## src/rtl/serial_addsub.sv

```systemverilog
// Bit-serial adder/subtractor: one full-adder cell and a carry flop walk two
// WIDTH-bit operands LSB-first, with a start/busy/done handshake.
module serial_addsub #(
  parameter int WIDTH = 8
) (
  input  logic             clk,
  input  logic             rst,
  input  logic             start,
  input  logic             sub,
  input  logic [WIDTH-1:0] a,
  input  logic [WIDTH-1:0] b,
  input  logic             cin,
  output logic             busy,
  output logic             done,
  output logic [WIDTH-1:0] sum,
  output logic             cout,
  output logic             ovf
);
  localparam int CW = $clog2(WIDTH);
  localparam logic [CW-1:0] LAST = CW'(WIDTH - 1);

  typedef enum logic [1:0] {IDLE, RUN, DONE} state_t;

  state_t           state_q, state_d;
  logic [WIDTH-1:0] a_q, a_d, b_q, b_d, r_q, r_d, sum_q, sum_d;
  logic [CW-1:0]    cnt_q, cnt_d;
  logic             c_q, c_d, cout_q, cout_d, ovf_q, ovf_d;
  logic             busy_q, busy_d, done_q, done_d;
  logic             s_bit, c_next;

  always_comb begin
    s_bit   = a_q[0] ^ b_q[0] ^ c_q;
    c_next  = (a_q[0] & b_q[0]) | (a_q[0] & c_q) | (b_q[0] & c_q);
    state_d = state_q;
    a_d     = a_q;
    b_d     = b_q;
    r_d     = r_q;
    c_d     = c_q;
    cnt_d   = cnt_q;
    sum_d   = sum_q;
    cout_d  = cout_q;
    ovf_d   = ovf_q;
    case (state_q)
      IDLE, DONE: begin
        state_d = IDLE;
        if (start) begin
          // Subtract runs as a + ~b + ~borrow, so invert B and the incoming carry.
          a_d     = a;
          b_d     = b ^ {WIDTH{sub}};
          c_d     = cin ^ sub;
          cnt_d   = '0;
          state_d = RUN;
        end
      end
      RUN: begin
        a_d   = a_q >> 1;
        b_d   = b_q >> 1;
        r_d   = {s_bit, r_q[WIDTH-1:1]};
        c_d   = c_next;
        cnt_d = cnt_q + CW'(1);
        if (cnt_q == LAST) begin
          // c_q here is the carry into the MSB, c_next the carry out of it.
          cnt_d   = cnt_q;
          sum_d   = {s_bit, r_q[WIDTH-1:1]};
          cout_d  = c_next;
          ovf_d   = c_q ^ c_next;
          state_d = DONE;
        end
      end
      default: state_d = IDLE;
    endcase
    busy_d = (state_d == RUN);
    done_d = (state_d == DONE);
  end

  always_ff @(posedge clk or posedge rst) begin
    if (rst) begin
      state_q <= IDLE;
      a_q     <= '0;
      b_q     <= '0;
      r_q     <= '0;
      c_q     <= 1'b0;
      cnt_q   <= '0;
      sum_q   <= '0;
      cout_q  <= 1'b0;
      ovf_q   <= 1'b0;
      busy_q  <= 1'b0;
      done_q  <= 1'b0;
    end else begin
      state_q <= state_d;
      a_q     <= a_d;
      b_q     <= b_d;
      r_q     <= r_d;
      c_q     <= c_d;
      cnt_q   <= cnt_d;
      sum_q   <= sum_d;
      cout_q  <= cout_d;
      ovf_q   <= ovf_d;
      busy_q  <= busy_d;
      done_q  <= done_d;
    end
  end

  assign busy = busy_q;
  assign done = done_q;
  assign sum  = sum_q;
  assign cout = cout_q;
  assign ovf  = ovf_q;

endmodule

```

## config.mk

```make
export PLATFORM = sky130hd
export DESIGN_NAME = serial_addsub
export DESIGN_NICKNAME = d
export VERILOG_FILES = /design/src/rtl/serial_addsub.sv
export SDC_FILE = /design/constraint.sdc
export NUM_CORES = 1
export LEC_CHECK = 0
export ABC_AREA = 1
export BUFFER_PORTS_ARGS = -buffer_cell sky130_fd_sc_hd__buf_2
export CORE_ASPECT_RATIO = 1.4
export CORE_MARGIN = 2
export CORE_UTILIZATION = 55
export DETAILED_ROUTE_END_ITERATION = 12
export HOLD_SLACK_MARGIN = 0.12
export PLACE_DENSITY = 0.78
export SLEW_MARGIN = 20
export SYNTH_ARGS = -nofsm -noshare
export SYNTH_HDL_FRONTEND = slang
export SYNTH_SLANG_ARGS = --single-unit
```

## constraint.sdc

```tcl
create_clock -name clk -period 1.6 [get_ports clk]
set_input_delay 0.08 -clock clk [delete_from_list [all_inputs] [get_ports clk]]
set_output_delay 0.08 -clock clk [all_outputs]
set_load 0.02 [all_outputs]
```

==> summary.md <==
| Metric | Value |
|---|---|
| CTS buffer count | `5` |
| Top-area cell type share of the netlist area | `0.521` |
| Largest net degree at the start of global routing | `42` |
| Drt first-iter violations | `23` |
| Final GP Congestion | `0.723` |
| Critical path class | `reg2reg` |
| Avg WL per Cell | `~11 um` |
| Top post-synthesis cells by area | `dfrtp_1, nand2_1, nand3_1, inv_1, o21ai_2` |
| Run status | `complete, no violations` |
| Setup ws final | `186 ps` |
| FF-to-FF End | `cnt_q[0]` |
| Core area | `approximately 3400 um^2` |
| First-pass GRT wire length | `6.56 mm` |
| Postcts setup bufs | `0` |
| DR vias | `about 1600` |
| Gr ovfl total | `0` |
| IO buf count | `32` |
| Final Max Tran Viols | `0` |
| Yosys reg bits | `between 40 and 50` |
| Startpoint of the worst-slack reg-to-reg timing path | `cnt_q[0]` |
| Reg-to-reg slack, setup | `190 ps` |
| CP Launch Point | `cnt_q[0]` |
| CP Launch Type | `register` |
| Clock Latency Late Sink | `290 ps` |
| Hold bufs inserted after CTS | `17` |
| Initial antenna violation count | `0` |
| Sequential share of the synthesized area | `0.521` |
| Fin crit share | `0.884` |
| Async S/R FF share, synth | `1.00` |
| Cell accounting for the most synthesized area | `dfrtp_1` |
| Core Rows | `25` |
| Syn_nets | `258` |
| TritonCTS Sinks | `between 40 and 50` |
| RSZ-0062 raised after global routing | `false` |
| Worst Setup Slack post-DPL | `between 150 and 200 ps` |
| Drt drc | `0` |
| Largest buffer count on any clock path | `2` |
| CP max FO | `6` |
| Hold Slack | `118 ps` |
| Post-synth top cells | `nand2_1, dfrtp_1, nand3_1` |
| Ant diodes | `0` |
| Total wire length | `between 3 and 4 mm` |
| Post-synth cell types | `20` |
| Max frequency | `slightly above 700 MHz` |
| Most common cell in the netlist | `nand2_1` |
| Post-Route Skew | `approximately 5 ps` |
| Io pins | `33` |
| Vias in the first global route | `1664` |
| Reg clk slew, reported paths | `70 ps` |
| Syn avg cell area | `between 8 and 9 um^2` |
| H-tree depth | `2` |
| Die area | `a little over 4000 um^2` |
| PwrDens | `1790 nW/um^2` |
| Vias per std cell | `4.94` |
| Worst vdd rail ir drop | `1400 uV` |
| DIE WIDTH | `approximately 55 um` |
| CP Data Arrival Time | `1650 ps` |
| Initial Utilization | `0.577` |
| Max cap viols | `0` |
| Leak | `0.00133 uW` |
| Setup TNS | `0 ps` |
| Final nets | `310` |
| Synthesized instance count | `234` |
| Area grow syn2layout | `23.1%` |
| Rel. slew slack | `0.668` |
| Critical path endpoint category | `register` |
| Main synth FF type | `dfrtp_1` |
| R2R depth | `7` |
| Post-synth EDFFs | `0` |
| GRT Util Overall | `0.221` |
| CTS tree | `yes` |
| Min Tclk post-route | `1410 ps` |
| Yosys warns | `0` |
| Setup violators final | `0` |
| Worst Tran Pin Value | `498 ps` |
| Antenna-violating nets left | `0` |
| CTS root buf | `clkbuf_8` |
| Worst EP required | `~1800 ps` |
| Share of layout cells above drive strength 1 | `0.216` |
| TritonRoute pass-1 iters | `4` |
| Final Hold Viols | `0` |
| CP endpoint | `cnt_q[0]` |
| PostCTS Resize Cnt | `0` |
| Final HPWL DP | `approximately 2.5 mm` |
| Hold WC Path Type | `in2reg` |
| Die height | `74.8 um` |
| Post-Syn Area | `1970 um^2` |
-- routing by layer --
metal	wire length, um	GRT usage	vias up
li1	-	-	823
met1	1490	0.232	745
met4	101	0.106	0
met3	151	0.0615	8
met5	0	0	-
met2	1950	0.395	38
-- placed cells by master (no fill, tap or decap) --
master	count
fa_1	1
nand2_4	2
nand2_2	2
buf_2	32
xor2_1	1
nor2_8	1
inv_1	28
nand2_1	89
nand3_1	36
dfrtp_1	41
buf_4	4
bufinv_16	1
clkbuf_8	6
o21ai_0	7
nor2_1	2
inv_6	1
nor2_2	2
o21ai_2	7
inv_2	3
ha_1	2
or2_2	1
dlygate4sd3_1	17
clkbuf_1	1
-- where the power goes --
part	internal, uW	leakage (uW)	switching [uW]	total, uW
registers	1500	0.000514	275	1770
logic	639	0.000754	1070	1700
clock network	508	0.0000585	342	850
total	2640	0.00133	1680	4330
-- layout make-up --
| cell class | count | area [um^2] |
|---|---|---|
| repair buffers | 53 | 360 |
| multi-input cells | 153 | 746 |
| clock inverters | 1 | 30.0 |
| fillers | 279 | 986 |
| well taps | 40 | 50.0 |
| inverters | 32 | 125 |
| flip-flops and latches | 41 | 1030 |
| clock buffers | 7 | 86.3 |
-- registers in the layout, summed over array words and instances (netlist names), 2 cells and up --
register and cells:
a_q 8, b_q 8, cnt_q 3, r_q 7, state_q 2, sum 8
-- worst max-delay path: stages, from the launching register on --
cell and delay (ps):
dfrtp_1 400, ha_1 200, ha_1 220, inv_1 110, nand3_1 180, inv_1 130, nand2_1 50, nand2_1 60
-- logic make-up after synthesis --
group | Yosys count | share of synthesized area
adder cells (fa/ha/maj) | 3 | 0.0229
XOR/XNOR | 1 | 0.00445
flip-flops | 41 | 0.521
AO/OA/AOI/OAI | 14 | 0.0489
buffers and inverters | 40 | 0.0998
AND/OR/NAND/NOR | 135 | 0.303
-- per-stage QoR --
step / cells / utilization / cell area, um^2 / power (uW)
final: 327 / 0.711 / 2420 / 4330
after global routing: 327 / 0.711 / 2420 / 4710
after CTS: 327 / 0.711 / 2420 / 4380
after detailed placement: 302 / 0.627 / 2140 / 3490
after global placement: 302 / 0.627 / 2140 / 3410
after floorplan: 234 / - / 1970 / 3100
-- how the worst min path moves through the flow --
| stage | from | end | slack (ps) | depth (start not counted) |
|---|---|---|---|---|
| CTS | a[0] | a_q[0] | 120 | 5 |
| global placement | rst | sum[0] | 230 | 3 |
| global route | a[0] | a_q[0] | 140 | 5 |
| finish | a[0] | a_q[0] | 120 | 5 |
| floorplan | a[7] | a_q[7] | 200 | 2 |
| detailed placement | rst | a_q[5] | 230 | 3 |
Note: power is estimated with default switching activity, not from simulation.
